==> src/rtl/obi_arbiter.sv <==
// N-master to 1-slave OBI arbiter: round-robin or fixed-priority selection,
// request locking while the slave stalls, and in-order response routing via an ID FIFO.
module obi_arbiter #(
    parameter int NbMasters      = 2,
    parameter int AddrWidth      = 32,
    parameter int DataWidth      = 32,
    parameter int MaxOutstanding = 2,
    parameter int RoundRobin     = 1
) (
    input  logic                             clk_i,
    input  logic                             rstn_i,
    input  logic [NbMasters-1:0]             m_req_i,
    output logic [NbMasters-1:0]             m_gnt_o,
    input  logic [NbMasters*AddrWidth-1:0]   m_addr_i,
    input  logic [NbMasters-1:0]             m_we_i,
    input  logic [NbMasters*DataWidth-1:0]   m_wdata_i,
    input  logic [NbMasters*DataWidth/8-1:0] m_be_i,
    output logic [NbMasters-1:0]             m_rvalid_o,
    output logic [DataWidth-1:0]             m_rdata_o,
    output logic [NbMasters-1:0]             m_err_o,
    output logic                             s_req_o,
    input  logic                             s_gnt_i,
    output logic [AddrWidth-1:0]             s_addr_o,
    output logic                             s_we_o,
    output logic [DataWidth-1:0]             s_wdata_o,
    output logic [DataWidth/8-1:0]           s_be_o,
    input  logic                             s_rvalid_i,
    input  logic [DataWidth-1:0]             s_rdata_i,
    input  logic                             s_err_i,
    output logic [$clog2(MaxOutstanding):0]  outstanding_o,
    output logic                             protocol_err_o
);
    localparam int          IdxW  = $clog2(NbMasters);
    localparam int          PtrW  = (MaxOutstanding > 1) ? $clog2(MaxOutstanding) : 1;
    localparam int          CntW  = $clog2(MaxOutstanding) + 1;
    localparam int          Depth = 1 << PtrW;
    localparam int          BeW   = DataWidth / 8;
    localparam int unsigned NbM   = NbMasters;

    typedef enum logic {IDLE, LOCKED} state_e;

    state_e            state_q, state_d;
    logic [IdxW-1:0]   lock_idx_q, lock_idx_d;
    logic [IdxW-1:0]   rr_q, rr_d;
    logic [IdxW-1:0]   fifo_q [Depth];
    logic [IdxW-1:0]   fifo_d [Depth];
    logic [PtrW-1:0]   wptr_q, wptr_d, rptr_q, rptr_d;
    logic [CntW-1:0]   cnt_q, cnt_d;
    logic              perr_q, perr_d;

    logic              full, empty, push, pop, any_elig;
    logic [IdxW-1:0]   sel, sel_arb, head, idx_n;
    int unsigned       idx;

    assign full  = (cnt_q == CntW'(MaxOutstanding));
    assign empty = (cnt_q == '0);
    assign head  = fifo_q[rptr_q];

    // Search starts at rr_q in round-robin mode, at 0 in fixed-priority mode.
    always_comb begin
        idx      = 0;
        idx_n    = '0;
        any_elig = 1'b0;
        sel_arb  = '0;
        for (int unsigned k = 0; k < NbM; k++) begin
            idx = (RoundRobin != 0) ? 32'(rr_q) + k : k;
            if (idx >= NbM) idx = idx - NbM;
            idx_n = IdxW'(idx);
            if (!any_elig && m_req_i[idx_n] && !full) begin
                any_elig = 1'b1;
                sel_arb  = idx_n;
            end
        end
    end

    assign sel     = (state_q == LOCKED) ? lock_idx_q : sel_arb;
    assign s_req_o = (state_q == LOCKED) || any_elig;
    assign push    = s_req_o && s_gnt_i;
    assign pop     = s_rvalid_i && !empty;

    always_comb begin
        s_addr_o  = '0;
        s_we_o    = 1'b0;
        s_wdata_o = '0;
        s_be_o    = '0;
        if (s_req_o) begin
            s_addr_o  = m_addr_i[sel*AddrWidth +: AddrWidth];
            s_we_o    = m_we_i[sel];
            s_wdata_o = m_wdata_i[sel*DataWidth +: DataWidth];
            s_be_o    = m_be_i[sel*BeW +: BeW];
        end
    end

    always_comb begin
        m_gnt_o    = '0;
        m_rvalid_o = '0;
        m_err_o    = '0;
        if (push) m_gnt_o[sel] = 1'b1;
        if (pop) begin
            m_rvalid_o[head] = 1'b1;
            m_err_o[head]    = s_err_i;
        end
    end

    assign m_rdata_o      = s_rdata_i;
    assign outstanding_o  = cnt_q;
    assign protocol_err_o = perr_q;

    always_comb begin
        state_d    = state_q;
        lock_idx_d = lock_idx_q;
        rr_d       = rr_q;
        fifo_d     = fifo_q;
        wptr_d     = wptr_q;
        rptr_d     = rptr_q;
        cnt_d      = cnt_q;
        perr_d     = perr_q || (s_rvalid_i && empty);
        case (state_q)
            IDLE: begin
                if (s_req_o && !s_gnt_i) begin
                    state_d    = LOCKED;
                    lock_idx_d = sel;
                end
            end
            LOCKED:  if (s_gnt_i) state_d = IDLE;
            default: state_d = IDLE;
        endcase
        if (push) begin
            fifo_d[wptr_q] = sel;
            wptr_d = (wptr_q == PtrW'(MaxOutstanding - 1)) ? '0 : wptr_q + 1'b1;
            if (RoundRobin != 0) rr_d = (sel == IdxW'(NbMasters - 1)) ? '0 : sel + 1'b1;
        end
        if (pop) rptr_d = (rptr_q == PtrW'(MaxOutstanding - 1)) ? '0 : rptr_q + 1'b1;
        if (push && !pop)      cnt_d = cnt_q + 1'b1;
        else if (pop && !push) cnt_d = cnt_q - 1'b1;
    end

    always_ff @(posedge clk_i or negedge rstn_i) begin
        if (!rstn_i) begin
            state_q    <= IDLE;
            lock_idx_q <= '0;
            rr_q       <= '0;
            fifo_q     <= '{default: '0};
            wptr_q     <= '0;
            rptr_q     <= '0;
            cnt_q      <= '0;
            perr_q     <= 1'b0;
        end else begin
            state_q    <= state_d;
            lock_idx_q <= lock_idx_d;
            rr_q       <= rr_d;
            fifo_q     <= fifo_d;
            wptr_q     <= wptr_d;
            rptr_q     <= rptr_d;
            cnt_q      <= cnt_d;
            perr_q     <= perr_d;
        end
    end

endmodule

==> config.mk <==
export PLATFORM = sky130hd
export DESIGN_NAME = obi_arbiter
export DESIGN_NICKNAME = d
export VERILOG_FILES = /design/src/rtl/obi_arbiter.sv
export SDC_FILE = /design/constraint.sdc
export NUM_CORES = 1
export LEC_CHECK = 0
export ABC_CLOCK_PERIOD_IN_PS = 1550
export CAP_MARGIN = 15
export CELL_PAD_IN_SITES_DETAIL_PLACEMENT = 1
export CELL_PAD_IN_SITES_GLOBAL_PLACEMENT = 1
export CORE_MARGIN = 1
export CORE_UTILIZATION = 11
export CTS_CLUSTER_DIAMETER = 120
export DETAILED_ROUTE_END_ITERATION = 12
export GPL_ROUTABILITY_DRIVEN = 0
export PLACE_DENSITY_LB_ADDON = 0.1
export SLEW_MARGIN = 20
export SYNTH_ARGS = -nofsm -noshare
export SYNTH_HDL_FRONTEND = slang
export SYNTH_SLANG_ARGS = --single-unit
export TNS_END_PERCENT = 5
==> constraint.sdc <==
create_clock -name clk_i -period 1.55 [get_ports clk_i]
set_input_delay 0.31 -clock clk_i [delete_from_list [all_inputs] [get_ports clk_i]]
set_output_delay 0.31 -clock clk_i [all_outputs]
set_load 0.005 [all_outputs]
## After elaboration in Yosys (flattened, before gate mapping)

Cells that the tools add are included.

- Register bits after elaboration: 10
- Input port bits: 177
- Output and inout port bits: 111

- Add/sub/neg operators: 8
- Magnitude comparators: 11
- Eq/ne operators: 1
- Shifts and indexed selects: 3
- Mux-type cells: 38
- Bitwise logic cells: 4
- Reduce and logical (&&, ||, !) cells: 23

Operator list:

| cell | count |
|---|---|
| 64-bit by 7-bit indexed part select with 32-bit output | 2 |
| 32-bit two-way mux | 2 |
| 1-bit two-way mux | 25 |
| 1-bit logical AND | 12 |
| 2-bit two-way mux | 5 |
| 1-bit by 2-bit less-than comparator with 1-bit output, second input constant | 4 |
| 8-bit by 4-bit indexed part select with 4-bit output | 1 |
| 2-bit >= comparator, second input constant | 3 |
| 1-bit zero test | 6 |
| 4-bit two-way mux | 1 |
| 1-bit NOT with 2-bit output | 2 |
| 1-bit adder, second input constant | 3 |
| 1-bit demux with 1-bit select | 3 |
| 1-bit by 1-bit adder with 2-bit output, second input constant | 1 |
| 2-bit by 1-bit adder with 2-bit output, second input constant | 1 |
| 2-bit AND | 1 |
| 2-bit bitwise mux | 1 |
| 2-bit equality test, second input constant | 1 |
| 1-bit >= comparator, second input constant | 2 |
| 1-bit by 2-bit >= comparator with 1-bit output, second input constant | 1 |
| 2-bit zero test | 1 |
| 1-bit logical OR | 2 |
| 2-bit by 1-bit less-than comparator with 1-bit output, second input constant | 1 |
| 1-bit one-hot mux with 2 select lines | 1 |
| 5 further kinds | 6 |

## Logic depth before layout (Yosys ltp)

- Depth after elaboration: 16
- Gate-level depth with buffers: 8
- Gate-level depth less buffers: 8

## Worst setup path before layout

No wires, ideal clock.

- Path kind: reg2out
- Start point: register cnt_q[1], in the netlist outstanding_o[1]
- End point: output s_addr_o[12]
- Arrival time: 1.424 ns
- Setup slack: -0.184 ns
- Stages on the path, launching flop included: 8
- Buffers on the path: 3
- Path through: dfrtp_1 nor2b_2 o31ai_4 buf_4 buf_6 buf_6 nand2_1 o21ai_1

- Word-level cells in the longest chain between the ends: 11
- Elaborated cells on any way between the ends: 14
- Classes of those cells: eq/ne: 1; shift: 1; mux: 6; reduce/logical: 6

Ends and longest elaborated chain:

| what | RTL line | RTL |
|---|---|---|
| start, declared | 48 | `logic [CntW-1:0] cnt_q, cnt_d;` |
| start signal, assigned | 155 | `cnt_q <= cnt_d;` |
| 2-bit equality test * | 55 | `assign full = (cnt_q == CntW'(MaxOutstanding));` |
| 1-bit zero test * | 69 | `if (!any_elig && m_req_i[idx_n] && !full) begin` |
| 1-bit logical AND | 69 |  |
| 1-bit two-way mux | 69 |  |
| 1-bit zero test | 69 |  |
| 1-bit logical AND (2 in series) | 69 |  |
| 1-bit two-way mux | 69 |  |
| 1-bit two-way mux | 76 | `assign sel = (state_q == LOCKED) ? lock_idx_q : sel_arb;` |
| 64-bit by 7-bit indexed part select with 32-bit output | 87 | `s_addr_o = m_addr_i[sel*AddrWidth +: AddrWidth];` |
| 32-bit two-way mux * | 86 | `if (s_req_o) begin` |
| end, declared | 23 | `output logic [AddrWidth-1:0] s_addr_o,` |

Mark *: on every way between the ends. The rest lies on a longest branch, timed or not.

## Worst setup path after layout

- Start point: register state_q
- End point: output s_addr_o[31]

- Word-level cells in the longest chain between the ends: 3
- Elaborated cells on any way between the ends: 4
- Classes of those cells: shift: 1; mux: 2; reduce/logical: 1

Ends and longest elaborated chain:

| what | RTL line | RTL |
|---|---|---|
| start, declared | 42 | `state_e state_q, state_d;` |
| start signal, assigned | 149 | `state_q <= state_d;` |
| 1-bit two-way mux | 76 |  |
| 64-bit by 7-bit indexed part select with 32-bit output | 87 |  |
| 32-bit two-way mux * | 86 |  |

Marks and branches as above.

==> impl_metrics.json <==
{
  "status": "finished with violations",
  "violations": "negative setup slack",
  "cp_common_cell": "buf_12",
  "hold_viol": 0,
  "setup_violations": 76,
  "p_total_mw": 7.02,
  "crit_fanout": 8,
  "critPathBufInv": 5,
  "drtIter0Drc": 29,
  "tightest_slew_ns": 0.485,
  "syn_area_per_cell_um2": 5.61,
  "clockBufferDepth": 2,
  "critPathLaunchType": "flop",
  "grt_max_degree": 23,
  "diodes": 0,
  "dieHeight_um": 128,
  "dp_slack_ns": -1.19,
  "dpl.cell_count": 713,
  "drc": 0,
  "finClkSkew_ns": 0.00222,
  "worst_hold_slack_ns": 0.410,
  "clock_sinks": 10,
  "layout_common_cells": "146 x clkdlybuf4s50_1, 127 x nand2_1, 69 x buf_2",
  "htreeDepth": 1,
  "cts_tree": "done",
  "cts_hold_buffers": 0,
  "ys_seq_area_share_pct": 14.3,
  "timing.rr.start": "outstanding_o[0]$_DFFE_PN0P_",
  "dpl.hpwl_mm": 7.44,
  "yosysTopAreaCell": "nand2_1",
  "grt_pass1_vias": 3103,
  "routed_wl_mm": 11.2,
  "dr_total_vias": 2948,
  "drive_gt1_share_pct": 34.6,
  "crit_arrival_ns": 1.84,
  "stdcell_count": 758,
  "drv_slew": 0,
  "cts_buffers": 3,
  "crit_family": "buffers and inverters",
  "yosysTopAreaCellShare_pct": 30.1,
  "leakage_nw": 2.14,
  "numPortBuffers": 223,
  "setup.worst_path.end_class": "output pin",
  "worstPathRequired_ns": 1.24,
  "nets": 727,
  "vias_per_cell": 3.89,
  "netlist_area_um2": 1750,
  "final_area_um2": 4750,
  "rows": 45,
  "synth.distinct_cells": 28,
  "relSlewSlack_pct": 67.6,
  "synth.area.top_cells": "nand2_1 30%, dfrtp_1 14%, o21ai_0 14%",
  "clkLatencyLatePin_ns": 0.23,
  "syn_nets": 489,
  "first_pass_iters": 3,
  "rsz0062_at_grt": "true",
  "cts.reportedPaths.clkPinSlew_ns": 0.04,
  "setup_slack_ns": -0.596,
  "p_per_area_nw_per_um2": 1480,
  "max_stage_delay_ns": 0.37,
  "start_util_pct": 11.4,
  "period_minus_slack_ns": 2.15,
  "final_common_cell": "clkdlybuf4s50_1",
  "grt.total_usage_pct": 13.0,
  "crit_type": "flop to output pin",
  "drv_cap": 0,
  "worstPathCellList": "nand2b_4 > o31ai_4 > buf_12 > buf_12 > buf_16 > buf_6 > nand2_2 > o21ai_2 > buf_2",
  "ant_nets": 0,
  "ios": 288,
  "fmax_mhz": 466,
  "grt_pass1_wl_mm": 16.8,
  "slowest_stage": "dfrtp_1",
  "dieWidth_um": 128,
  "yosys_warnings": 0,
  "syn_to_final_growth_pct": 172,
  "cts-root-buf": "clkbuf_16",
  "grt_remaining_overflow": 0,
  "cp-startpoint": "state_q$_DFF_PN0_",
  "netlist_instances": 311,
  "antenna_found_initial": 0,
  "vdd_drop_max_mv": 0.431,
  "placed_area_um2": 4160,
  "wire_per_inst_um": 14.7,
  "die_area_um2": 16400,
  "min_path_type": "input port to asynchronous set/reset pin",
  "core_um2": 15400,
  "fin_crit_sh_pct": 138,
  "ys_seq_elements": 10
}
==> synth_stat cells (all sizes together) <==
cell type,instances
o21bai,1
a21o,1
xor2,2
nor2b,4
nor4,1
a41oi,1
dfrtp,10
a31oi,2
mux2i,1
nand2,140
clkbuf,7
inv,3
ha,1
xnor2,3
mux2,2
a21oi,2
nand2b,1
o31ai,1
o21ai,70
buf,48
and3,2
nor3,1
nor2,7
==> routing by layer <==
metal	part of all wire (%)	vias up	wire, µm	global-route usage, %
met1	40	1355	4440	14.7
met5	0	-	0	0
met3	6.8	16	756	2.30
met2	53	124	5870	25.3
li1	-	1453	-	-
met4	0.98	0	109	2.56
==> area by class of cell <==
cell class | count | area, µm²
inverter | 3 | 11.3
multi-input combinational | 243 | 1300
tap | 211 | 264
clock buffer | 3 | 75.1
sequential | 10 | 250
timing repair buffer | 288 | 2860
fill | 1868 | 10600
==> power by group <==
group	switching (mW)	internal [mW]
clock network	0.111	0.334
registers	0.0908	0.378
logic	2.59	3.52
==> worst register-to-register path: cells and delay by family, from the launching register on <==
kind / cells / cell delay (ns)
buffers and inverters: 3 / 0.28
and+or+nand+nor: 3 / 0.40
adders and majority gates: 1 / 0.15
xor gates and xnor gates: 2 / 0.28
AOI/OAI and AO/OA: 1 / 0.10
DFF: 1 / 0.40
==> flip-flops by register name (all words and copies together) (netlist names) <==
signal and cells:
lock_idx_q 1, outstanding_o 2, fifo_q 2, rr_q 1, protocol_err_o 1, rptr_q 1, wptr_q 1, state_q 1
==> metrics by stage <==
step | util, % | setup TNS (ns)
2_1_floorplan | - | -3.94
3_3_place_gp | 27.0 | -78.93
3_5_place_dp | 27.0 | -81.27
4_1_cts | 30.7 | -38.37
5_1_grt | 30.9 | -44.59
6_report | 30.9 | -38.20
==> cells by family (layout without fill, tap and decap cells) <==
kind of cell / after synthesis / count (layout) / synth area share (%)
muxes: 3 / 3 / 1.86
buffers and inverters: 58 / 294 / 21.5
adders and majority gates: 1 / 1 / 0.717
DFF: 10 / 10 / 14.3
AOI/OAI and AO/OA: 78 / 78 / 24.2
and+or+nand+nor: 156 / 156 / 34.9
xor gates and xnor gates: 5 / 5 / 2.51
==> path summary, 6_finish.rpt <==
check	endpoint	slack [ns]	depth (start not counted)
setup reg to reg	outstanding_o[1]$_DFFE_PN0P_	-0.13	10
setup / recovery	s_addr_o[31]	-0.60	9
hold reg to reg	protocol_err_o$_DFF_PN0_	0.46	1
hold / removal	rptr_q$_DFFE_PN0P_	0.41	1
max in group asynchronous	wptr_q$_DFFE_PN0P_	0.81	1
min in group clk_i	protocol_err_o$_DFF_PN0_	0.46	1
==> what timing repair did <==
| action | in CTS | in global routing |
|---|---|---|
| setup buffers | 32 | 1 |
| pin swaps | 21 | 9 |
| endpoints found under the setup margin | 83 | 81 |
| resized for setup | 359 | 36 |
| gates cloned | 12 | 0 |
No activity file was read; power rests on OpenSTA's default activity.
